==> src/rtl/multicycle_machine.sv <==
// Multicycle MIPS-subset core: FSM-sequenced fetch/decode/execute over a single
// req/ready memory port, with sticky exception, halt and perf counters.
module multicycle_machine #(
  parameter logic [31:0] RESET_PC = 32'h0000_0000,
  parameter int unsigned CNT_W    = 32
) (
  input  logic             clock,
  input  logic             reset,
  output logic             mem_req,
  output logic             mem_we,
  output logic [3:0]       mem_be,
  output logic [31:0]      mem_addr,
  output logic [31:0]      mem_wdata,
  input  logic [31:0]      mem_rdata,
  input  logic             mem_ready,
  output logic             except,
  output logic [CNT_W-1:0] cycle_count,
  output logic [CNT_W-1:0] instr_count
);

  localparam logic [5:0] OP_RTYPE = 6'h00;
  localparam logic [5:0] OP_J     = 6'h02;
  localparam logic [5:0] OP_BEQ   = 6'h04;
  localparam logic [5:0] OP_BNE   = 6'h05;
  localparam logic [5:0] OP_ADDI  = 6'h08;
  localparam logic [5:0] OP_SLTI  = 6'h0a;
  localparam logic [5:0] OP_ANDI  = 6'h0c;
  localparam logic [5:0] OP_ORI   = 6'h0d;
  localparam logic [5:0] OP_XORI  = 6'h0e;
  localparam logic [5:0] OP_LUI   = 6'h0f;
  localparam logic [5:0] OP_LW    = 6'h23;
  localparam logic [5:0] OP_LBU   = 6'h24;
  localparam logic [5:0] OP_SB    = 6'h28;
  localparam logic [5:0] OP_SW    = 6'h2b;

  localparam logic [5:0] F_JR   = 6'h08;
  localparam logic [5:0] F_ADD  = 6'h20;
  localparam logic [5:0] F_SUB  = 6'h22;
  localparam logic [5:0] F_AND  = 6'h24;
  localparam logic [5:0] F_OR   = 6'h25;
  localparam logic [5:0] F_XOR  = 6'h26;
  localparam logic [5:0] F_NOR  = 6'h27;
  localparam logic [5:0] F_SLT  = 6'h2a;
  localparam logic [5:0] F_ADDM = 6'h2c;

  typedef enum logic [2:0] {
    S_FETCH, S_DECODE, S_EXEC, S_MEM, S_WB, S_HALT
  } state_t;

  state_t      state_q, state_d;
  logic [31:0] pc_q, pc_d;
  logic [31:0] ir_q, ir_d;
  logic [31:0] a_q, a_d;
  logic [31:0] b_q, b_d;
  logic [31:0] alu_q, alu_d;
  logic [31:0] mdr_q, mdr_d;
  logic        except_d;
  logic        retire;
  logic        rf_we;
  logic [4:0]  rf_waddr;
  logic [31:0] rf_wdata;
  logic [31:0] rf [32];

  logic [5:0]  op, funct;
  logic [4:0]  rs, rt, rd;
  logic [15:0] imm;
  logic [31:0] sext_imm, zext_imm;
  logic [7:0]  lbu_byte;
  logic        is_store;

  assign op       = ir_q[31:26];
  assign rs       = ir_q[25:21];
  assign rt       = ir_q[20:16];
  assign rd       = ir_q[15:11];
  assign funct    = ir_q[5:0];
  assign imm      = ir_q[15:0];
  assign sext_imm = {{16{imm[15]}}, imm};
  assign zext_imm = {16'h0000, imm};
  assign lbu_byte = 8'(mdr_q >> {alu_q[1:0], 3'b000});
  assign is_store = (op == OP_SW) || (op == OP_SB);

  function automatic logic is_valid(input logic [31:0] instr);
    logic v;
    v = 1'b0;
    case (instr[31:26])
      OP_RTYPE: begin
        case (instr[5:0])
          F_ADD, F_SUB, F_AND, F_OR, F_XOR, F_NOR, F_SLT, F_JR, F_ADDM: v = 1'b1;
          default: v = 1'b0;
        endcase
      end
      OP_ADDI, OP_SLTI, OP_ANDI, OP_ORI, OP_XORI, OP_LUI, OP_BEQ, OP_BNE, OP_J,
      OP_LW, OP_LBU, OP_SW, OP_SB: v = 1'b1;
      default: v = 1'b0;
    endcase
    return v;
  endfunction

  // Memory port is a decode of the current state; reset drops the request at once.
  assign mem_req   = reset && ((state_q == S_FETCH) || (state_q == S_MEM));
  assign mem_we    = (state_q == S_MEM) && is_store;
  assign mem_addr  = (state_q == S_MEM) ? alu_q : pc_q;
  assign mem_be    = ((state_q == S_MEM) && (op == OP_SB)) ? (4'b0001 << alu_q[1:0]) : 4'b1111;
  assign mem_wdata = (op == OP_SB) ? {4{b_q[7:0]}} : b_q;

  // Next-state and datapath control.
  always_comb begin
    state_d  = state_q;
    pc_d     = pc_q;
    ir_d     = ir_q;
    a_d      = a_q;
    b_d      = b_q;
    alu_d    = alu_q;
    mdr_d    = mdr_q;
    except_d = except;
    retire   = 1'b0;
    rf_we    = 1'b0;
    rf_waddr = (op == OP_RTYPE) ? rd : rt;
    rf_wdata = alu_q;

    case (state_q)
      S_FETCH: begin
        if (mem_ready) begin
          ir_d    = mem_rdata;
          pc_d    = pc_q + 32'd4;
          state_d = S_DECODE;
        end
      end

      S_DECODE: begin
        a_d = rf[rs];
        b_d = rf[rt];
        if (is_valid(ir_q)) begin
          state_d = S_EXEC;
        end else begin
          state_d  = S_HALT;
          except_d = 1'b1;
        end
      end

      S_EXEC: begin
        state_d = S_WB;
        case (op)
          OP_RTYPE: begin
            case (funct)
              F_ADD: alu_d = a_q + b_q;
              F_SUB: alu_d = a_q - b_q;
              F_AND: alu_d = a_q & b_q;
              F_OR:  alu_d = a_q | b_q;
              F_XOR: alu_d = a_q ^ b_q;
              F_NOR: alu_d = ~(a_q | b_q);
              F_SLT: alu_d = {31'b0, $signed(a_q) < $signed(b_q)};
              F_JR: begin
                pc_d    = a_q;
                state_d = S_FETCH;
                retire  = 1'b1;
              end
              F_ADDM: begin
                alu_d = a_q;
                if (a_q[1:0] != 2'b00) begin
                  state_d  = S_HALT;
                  except_d = 1'b1;
                end else begin
                  state_d = S_MEM;
                end
              end
              default: begin
                state_d  = S_HALT;
                except_d = 1'b1;
              end
            endcase
          end
          OP_ADDI: alu_d = a_q + sext_imm;
          OP_SLTI: alu_d = {31'b0, $signed(a_q) < $signed(sext_imm)};
          OP_ANDI: alu_d = a_q & zext_imm;
          OP_ORI:  alu_d = a_q | zext_imm;
          OP_XORI: alu_d = a_q ^ zext_imm;
          OP_LUI:  alu_d = {imm, 16'h0000};
          OP_BEQ, OP_BNE: begin
            // pc_q already points past the branch
            if ((a_q == b_q) == (op == OP_BEQ)) begin
              pc_d = pc_q + {sext_imm[29:0], 2'b00};
            end
            state_d = S_FETCH;
            retire  = 1'b1;
          end
          OP_J: begin
            pc_d    = {pc_q[31:28], ir_q[25:0], 2'b00};
            state_d = S_FETCH;
            retire  = 1'b1;
          end
          OP_LW, OP_SW: begin
            alu_d = a_q + sext_imm;
            if (alu_d[1:0] != 2'b00) begin
              state_d  = S_HALT;
              except_d = 1'b1;
            end else begin
              state_d = S_MEM;
            end
          end
          OP_LBU, OP_SB: begin
            alu_d   = a_q + sext_imm;
            state_d = S_MEM;
          end
          default: begin
            state_d  = S_HALT;
            except_d = 1'b1;
          end
        endcase
      end

      S_MEM: begin
        if (mem_ready) begin
          if (is_store) begin
            state_d = S_FETCH;
            retire  = 1'b1;
          end else begin
            mdr_d   = mem_rdata;
            state_d = S_WB;
          end
        end
      end

      S_WB: begin
        case (op)
          OP_LW:    rf_wdata = mdr_q;
          OP_LBU:   rf_wdata = {24'h000000, lbu_byte};
          OP_RTYPE: rf_wdata = (funct == F_ADDM) ? (mdr_q + b_q) : alu_q;
          default:  rf_wdata = alu_q;
        endcase
        rf_we   = (rf_waddr != 5'd0);
        state_d = S_FETCH;
        retire  = 1'b1;
      end

      S_HALT: state_d = S_HALT;

      default: state_d = S_FETCH;
    endcase
  end

  // State, datapath registers and counters.
  always_ff @(posedge clock or negedge reset) begin
    if (!reset) begin
      state_q     <= S_FETCH;
      pc_q        <= RESET_PC;
      ir_q        <= '0;
      a_q         <= '0;
      b_q         <= '0;
      alu_q       <= '0;
      mdr_q       <= '0;
      except      <= 1'b0;
      cycle_count <= '0;
      instr_count <= '0;
    end else begin
      state_q <= state_d;
      pc_q    <= pc_d;
      ir_q    <= ir_d;
      a_q     <= a_d;
      b_q     <= b_d;
      alu_q   <= alu_d;
      mdr_q   <= mdr_d;
      except  <= except_d;
      if (state_q != S_HALT) cycle_count <= cycle_count + CNT_W'(1);
      if (retire) instr_count <= instr_count + CNT_W'(1);
    end
  end

  // Register file; r0 is never written so it always reads zero.
  always_ff @(posedge clock or negedge reset) begin
    if (!reset) begin
      for (int i = 0; i < 32; i++) rf[i] <= '0;
    end else if (rf_we) begin
      rf[rf_waddr] <= rf_wdata;
    end
  end

endmodule
==> config.mk <==
export PLATFORM = sky130hd
export DESIGN_NAME = multicycle_machine
export DESIGN_NICKNAME = d
export VERILOG_FILES = /design/src/rtl/multicycle_machine.sv
export SDC_FILE = /design/constraint.sdc
export NUM_CORES = 2
export LEC_CHECK = 0
export CAP_MARGIN = 30
export CORE_ASPECT_RATIO = 0.5
export CORE_MARGIN = 3
export CORE_UTILIZATION = 55
export CTS_BUF_LIST = sky130_fd_sc_hd__clkbuf_8 sky130_fd_sc_hd__clkbuf_16
export DETAILED_ROUTE_END_ITERATION = 7
export DONT_BUFFER_PORTS = 1
export PLACE_DENSITY = 0.7
export SYNTH_ARGS = -nofsm -noshare
export SYNTH_HDL_FRONTEND = slang
export SYNTH_SLANG_ARGS = --single-unit
export TNS_END_PERCENT = 1
==> constraint.sdc <==
create_clock -name clock -period 5.8 [get_ports clock]
set_input_delay 1.16 -clock clock [delete_from_list [all_inputs] [get_ports clock]]
set_output_delay 1.16 -clock clock [all_outputs]
set_load 0.02 [all_outputs]
=== Word level (Yosys, flattened, before mapping) ===
Index checks and enable logic that the tools add are counted.

* Output and inout bits: 135
* Word-level logic and storage cells: 192
* Bits in registers: 1284
* Input bits: 35

* Multiplexer cells: 47
* Reduce and logical (&&, ||, !) cells: 32
* Eq/ne operators: 43
* Shift-type cells: 2
* $lt $le $gt $ge: 6
* Bitwise gates (word level): 11
* Add/sub/neg operators: 8

{| class="wikitable"
|+ Operators with widths
! cell !! count
|-
| $bwmux 1024 || 1
|-
| $mux 32 || 12
|-
| $bmux 32 s5 || 2
|-
| $pmux 32 s8 || 1
|-
| $pmux 32 s7 || 1
|-
| $pmux 32 s3 || 2
|-
| $demux 32 s5 || 1
|-
| $add 32x32->32 || 4
|-
| $eq 6x6->1 const B || 12
|-
| $add 32x1->32 const B || 2
|-
| $pmux 32 s2 || 1
|-
| $eq 6x4->1 const B || 7
|-
| $add 32x3->32 const B || 1
|-
| $and 32x16->32 || 1
|-
| $and 32x32->32 || 1
|-
| $eq 32x32->1 || 1
|-
| $lt 32x16->1 || 1
|-
| $lt 32x32->1 || 1
|-
| $not 32->32 || 1
|-
| $or 32x16->32 || 1
|-
| $or 32x32->32 || 1
|-
| $shr 32x5->8 || 1
|-
| $sub 32x32->32 || 1
|-
| $xor 32x16->32 || 1
|-
| 46 further kinds || 91
|}

=== Longest topological paths before layout ===
* Depth after elaboration: 8
* Mapped depth: 16
* Gate-level depth less buffers: 13

=== Least setup slack after synthesis ===
No wires, ideal clock.

* Path kind: flip-flop to flip-flop
* From: register ir_q[1]
* To: register alu_q[31]
* Data required time: 5.674 ns
* Arrival: 4.830 ns
* Period minus slack after synthesis: 4.956 ns
* Cell stages (with the launch flop): 17
* Setup time: 0.126 ns
* Buffers on the path: 4
* Slack: 0.844 ns
* Path through: dfrtp_1 -> clkbuf_1 -> buf_1 -> clkbuf_1 -> buf_1 -> inv_1 -> ha_1 -> a211oi_1 -> o21bai_1 -> o41ai_1 -> o22ai_1 -> a311o_1 -> a211oi_2 -> o41ai_1 -> mux2_2 -> o221ai_1 -> a21oi_1

* Cells in the longest elaborated chain, start to end: 3
* Elaborated cells on any way between the ends: 13
* Classes of those cells: 1 x add/sub; 9 x eq/ne; 2 x mux; 1 x reduce/logical

{| class="wikitable"
|+ Ends and longest elaborated chain
! element !! RTL line !! RTL
|-
| start, declared || 52 || <nowiki>logic [31:0] ir_q, ir_d;</nowiki>
|-
| start signal, assigned || 258 || <nowiki>ir_q <= ir_d;</nowiki>
|-
| parallel branches: the longest is 3 deep, another holds $add 32x32->32 || - ||
|-
| end signal, assigned || 261 || <nowiki>alu_q <= alu_d;</nowiki>
|-
| end, declared || 55 || <nowiki>logic [31:0] alu_q, alu_d;</nowiki>
|}

Parallel ways; which one is timed is not known.
A chain may end at the register's enable or synchronous reset.

=== Worst setup path in the final report ===
* From: input reset
* To: output mem_req

* Cells in the longest elaborated chain, start to end: 1

{| class="wikitable"
|+ Ends and longest elaborated chain
! element !! RTL line !! RTL
|-
| start, declared || 8 || <nowiki>input logic reset,</nowiki>
|-
| $logic_and 1x1->1 || 100 || <nowiki>assign mem_req = reset && ((state_q == S_FETCH) || (state_q == S_MEM));</nowiki>
|-
| end, declared || 9 || <nowiki>output logic mem_req,</nowiki>
|}

No other way between the ends.

==> results.txt <==
The gate count after technology mapping is 7348. The depth of the worst register-to-register path is 13. The run finished, with violations left. After synthesis, the largest family of logic cells by area is multiplexers. The share of synthesized area occupied by flip-flops and latches is 42.2%. The wire length of the first global-routing pass is 395000 um. Setup repair after global routing left no endpoint under its margin.

The total placed cells including tap cells came out at 8744. The synthesized design devotes to its leading area cell type 42.2% of total area. The worst setup path is launched from an input pin.

After floorplanning, the core was sized to cover 0.136 mm^2. Summed over all layers, the routed wires come to 269000 um. The flop and latch count out of synthesis is 1284. The buffer cell driving the clock tree root is sky130_fd_sc_hd__clkbuf_16.

On the worst path, the slowest cell contributes a delay of 0.71 ns. The setup slack of the worst register-to-register path came out at 1.05 ns. The number of global-route vias before repair came out at 57900. The remaining global-route overflow is 0. For this design, the slowest cell found on the critical path is sky130_fd_sc_hd__buf_16.

The checks that failed: DRC. By count the netlist is led by 1284 x sky130_fd_sc_hd__dfrtp_1, 1275 x sky130_fd_sc_hd__nand2_1, 1090 x sky130_fd_sc_hd__o21ai_0, 640 x sky130_fd_sc_hd__mux4_2, 568 x sky130_fd_sc_hd__clkbuf_1. The hold-fix buffer count after cts came out at 0. The overall power of the completed layout came out at 18500 uW. For this design the ratio of total power to cell area is 223 mW/mm^2.

The setup violation total in the final timing report is 0. By startpoint and endpoint, the worst setup path is classified as input pin to primary output. By instance count, the cell type seen most on the critical path is sky130_fd_sc_hd__buf_16. The cell class contributing the biggest share of worst-path delay is buffers and inverters. The clock latency on the worst-skew pair is 0.77 ns.

The simple-gate portion of the synthesized area came out at 11.0%. VDD sags by at most 0.258 mV. The fraction of registers with async set or reset after synthesis is 100%. On the final layout, the worst hold slack is 0.0952 ns. The maximum clock frequency came out at 183 MHz. The remaining design rule violation count is 22. The critical path data required time is 4.64 ns. The biggest fanout along the worst timing path is 226. The final non-filler cell total is 8996. Summing the areas of all xor and xnor instances in the mapped netlist gives 2.01% of the synthesized area. The mux contribution to synthesized area came out at 21.1%. After clock tree synthesis, the clock-pin slew on the worst setup and hold paths is 0.07 ns. The number of flops mapped to enable cells by yosys is 0. Sorting the synthesized cells by area gives the leading types as sky130_fd_sc_hd__dfrtp_1 42%, sky130_fd_sc_hd__mux4_2 19%, sky130_fd_sc_hd__o21ai_0 7.2%. The number of buffers inserted by port buffering came out at 0. The horizontal die dimension came out at 532 um. The Yosys step of the flow raised 0 warnings. The startpoint identified for the worst register-to-register timing path is b_q[1]. Summed over all cells, the static leakage comes to 0.0349 uW. The final hold violation count is 0. The synthesized netlist net count came out at 7626.

Post-CTS repair changed the size of 0 cells. The total setup buffers inserted after CTS came out at 0. Summing the areas of all fa, ha and maj instances in the mapped netlist gives 4.04% of the synthesized area. The post-route netlist has 18.1% of its cells at a drive strength greater than 1.

The clock sink count is 1284. The arrival time of the worst setup path is 4.31 ns. The post-placement cell area is 0.0785 mm^2. In the final design database the tool counted 7313 nets. The clock tree from TritonCTS is built. The average instance in the mapped netlist occupies 10.4 um^2. The count of antenna-violating nets left after detailed routing is 0.

Traced cell by cell, the critical path runs through buf_16 > buf_16 > buf_16 > nor4b_1 > buf_4. The standard-cell row count is 95. The cell type with the highest aggregate area in the netlist is sky130_fd_sc_hd__dfrtp_1. Entering global routing, the biggest net connects 283 pins. The first-pass iteration count of the detailed router is 8. The endpoint of the worst register-to-register path is alu_q[24].

For this configuration, the core starts out at a cell density of 56.1%. The critical path contains buffers and inverters numbering 4 combined. In this run the tightest slew margin relative to its limit is 14.9%.

For this run, the leading register cell type out of synthesis is sky130_fd_sc_hd__dfrtp_1. The total count of max-transition violations in the final report is 0. The via count of the routed design came out at 61900. The element type at the critical path end is a primary output. The synthesized cell area came out at 0.0762 mm^2. The number of antenna violations at the first check in global routing was 17. The synthesis-to-layout area growth came out at 8.78%. The maximum clock path buffer count is 3.

The area of the die came out at 0.143 mm^2. The average wire per cell in the routed design came out at 29.9 um. The time the final worst path needs with I/O delays and setup is 5.47 ns.

Global routing used 36.9% of the available tracks across all layers. Routability-driven placement finished with a final weighted congestion of 1.04. Yosys instantiated no cell more often than sky130_fd_sc_hd__dfrtp_1.

The CTS H-tree depth is 3. The tool flagged a number of max-cap violations equal to 0. The violation count after the first detailed-routing iteration is 9298. The clock buffer count from CTS came out at 115. In this run the count of I/O pins placed on the die edge is 170. In this run the worst hold path is classified as input pin to asynchronous set/reset pin.

The unique cell type count in the Yosys netlist is 86. Using the TritonRoute via totals, the vias-per-cell ratio works out to 6.88. The part of the cycle the worst path needs came out at 94.3%. The synthesized netlist devotes 15.5% of its cell area to compound gates. At the pin with the least slew margin, the transition time is 1.28 ns. The final worst clock skew is 0.0714 ns. Summed over all nets, the half-perimeter wirelength after detailed placement is 174000 um. The final design area excluding fillers is 0.0829 mm^2. The floorplan step set the die height to 269 um.
==> cells by family after synthesis <==
group	Yosys count
AOI/OAI and AO/OA	2007
and+or+nand+nor	2025
adders and majority gates	243
DFF	1284
xor gates and xnor gates	175
buffers and inverters	818
muxes	796
==> state kept, by name, summed over array words and instances (netlist names) <==
name / count
pc_q: 32
mdr_q: 32
instr_count: 32
rf: 1024
b_q: 32
except: 1
state_q: 3
ir_q: 32
a_q: 32
cycle_count: 32
alu_q: 32
==> per-stage QoR <==
step	utilization, %	TNS, ns	setup slack (ns)
after floorplan	-	0	0.844
after global placement	57.5	-0.139	-0.139
after detailed placement	57.8	-0.0364	-0.0364
after CTS	60.8	0	0.361
after global routing	61.0	0	0.0250
final	61.0	0	0.331
==> routing by layer <==
layer	global-route usage, %	share of wire, %	up-vias
met5	0	0.029	-
li1	-	-	26300
met2	51.8	42	3952
met3	13.4	14	764
met1	51.4	38	30900
met4	16.8	5.3	10
==> cell usage in the layout (no fill, tap or decap), types with 46 or more instances in the layout <==
master / count
sky130_fd_sc_hd__a31oi_1: 96
sky130_fd_sc_hd__mux4_2: 640
sky130_fd_sc_hd__dfrtp_1: 1273
sky130_fd_sc_hd__nand3_1: 92
sky130_fd_sc_hd__xnor2_1: 136
sky130_fd_sc_hd__ha_1: 238
sky130_fd_sc_hd__nand2_1: 1248
sky130_fd_sc_hd__inv_1: 194
sky130_fd_sc_hd__buf_4: 176
sky130_fd_sc_hd__clkbuf_16: 116
sky130_fd_sc_hd__a21o_1: 52
sky130_fd_sc_hd__nor2_1: 372
sky130_fd_sc_hd__a21oi_1: 305
sky130_fd_sc_hd__mux2i_1: 46
sky130_fd_sc_hd__nor3_1: 69
sky130_fd_sc_hd__o21ai_0: 1087
sky130_fd_sc_hd__mux2_2: 110
==> power by group <==
part           internal, uW  switching, uW
clock network          4680           3700
registers              8970           91.9
logic                   342            715
==> how the worst max path moves through the flow <==
stage / from / to / depth (start not counted)
after floorplan: ir_q[1] / alu_q[31] / 16
after global placement: reset / mem_req / 5
after detailed placement: reset / mem_req / 5
after CTS: reset / mem_req / 5
after global routing: reset / mem_req / 5
final: reset / mem_req / 5
==> area by class of cell <==
class                   instances  area (um^2)
diodes                         20         50.0
clock buffers                 141         3240
clock inverters                74          880
fillers                     10900        53000
inverters                     173          649
multi-input cells            5246        41400
flip-flops and latches       1284        32200
well taps                    1843         2310
repair buffers                215         2230
Power figures use the tool's default switching activity.
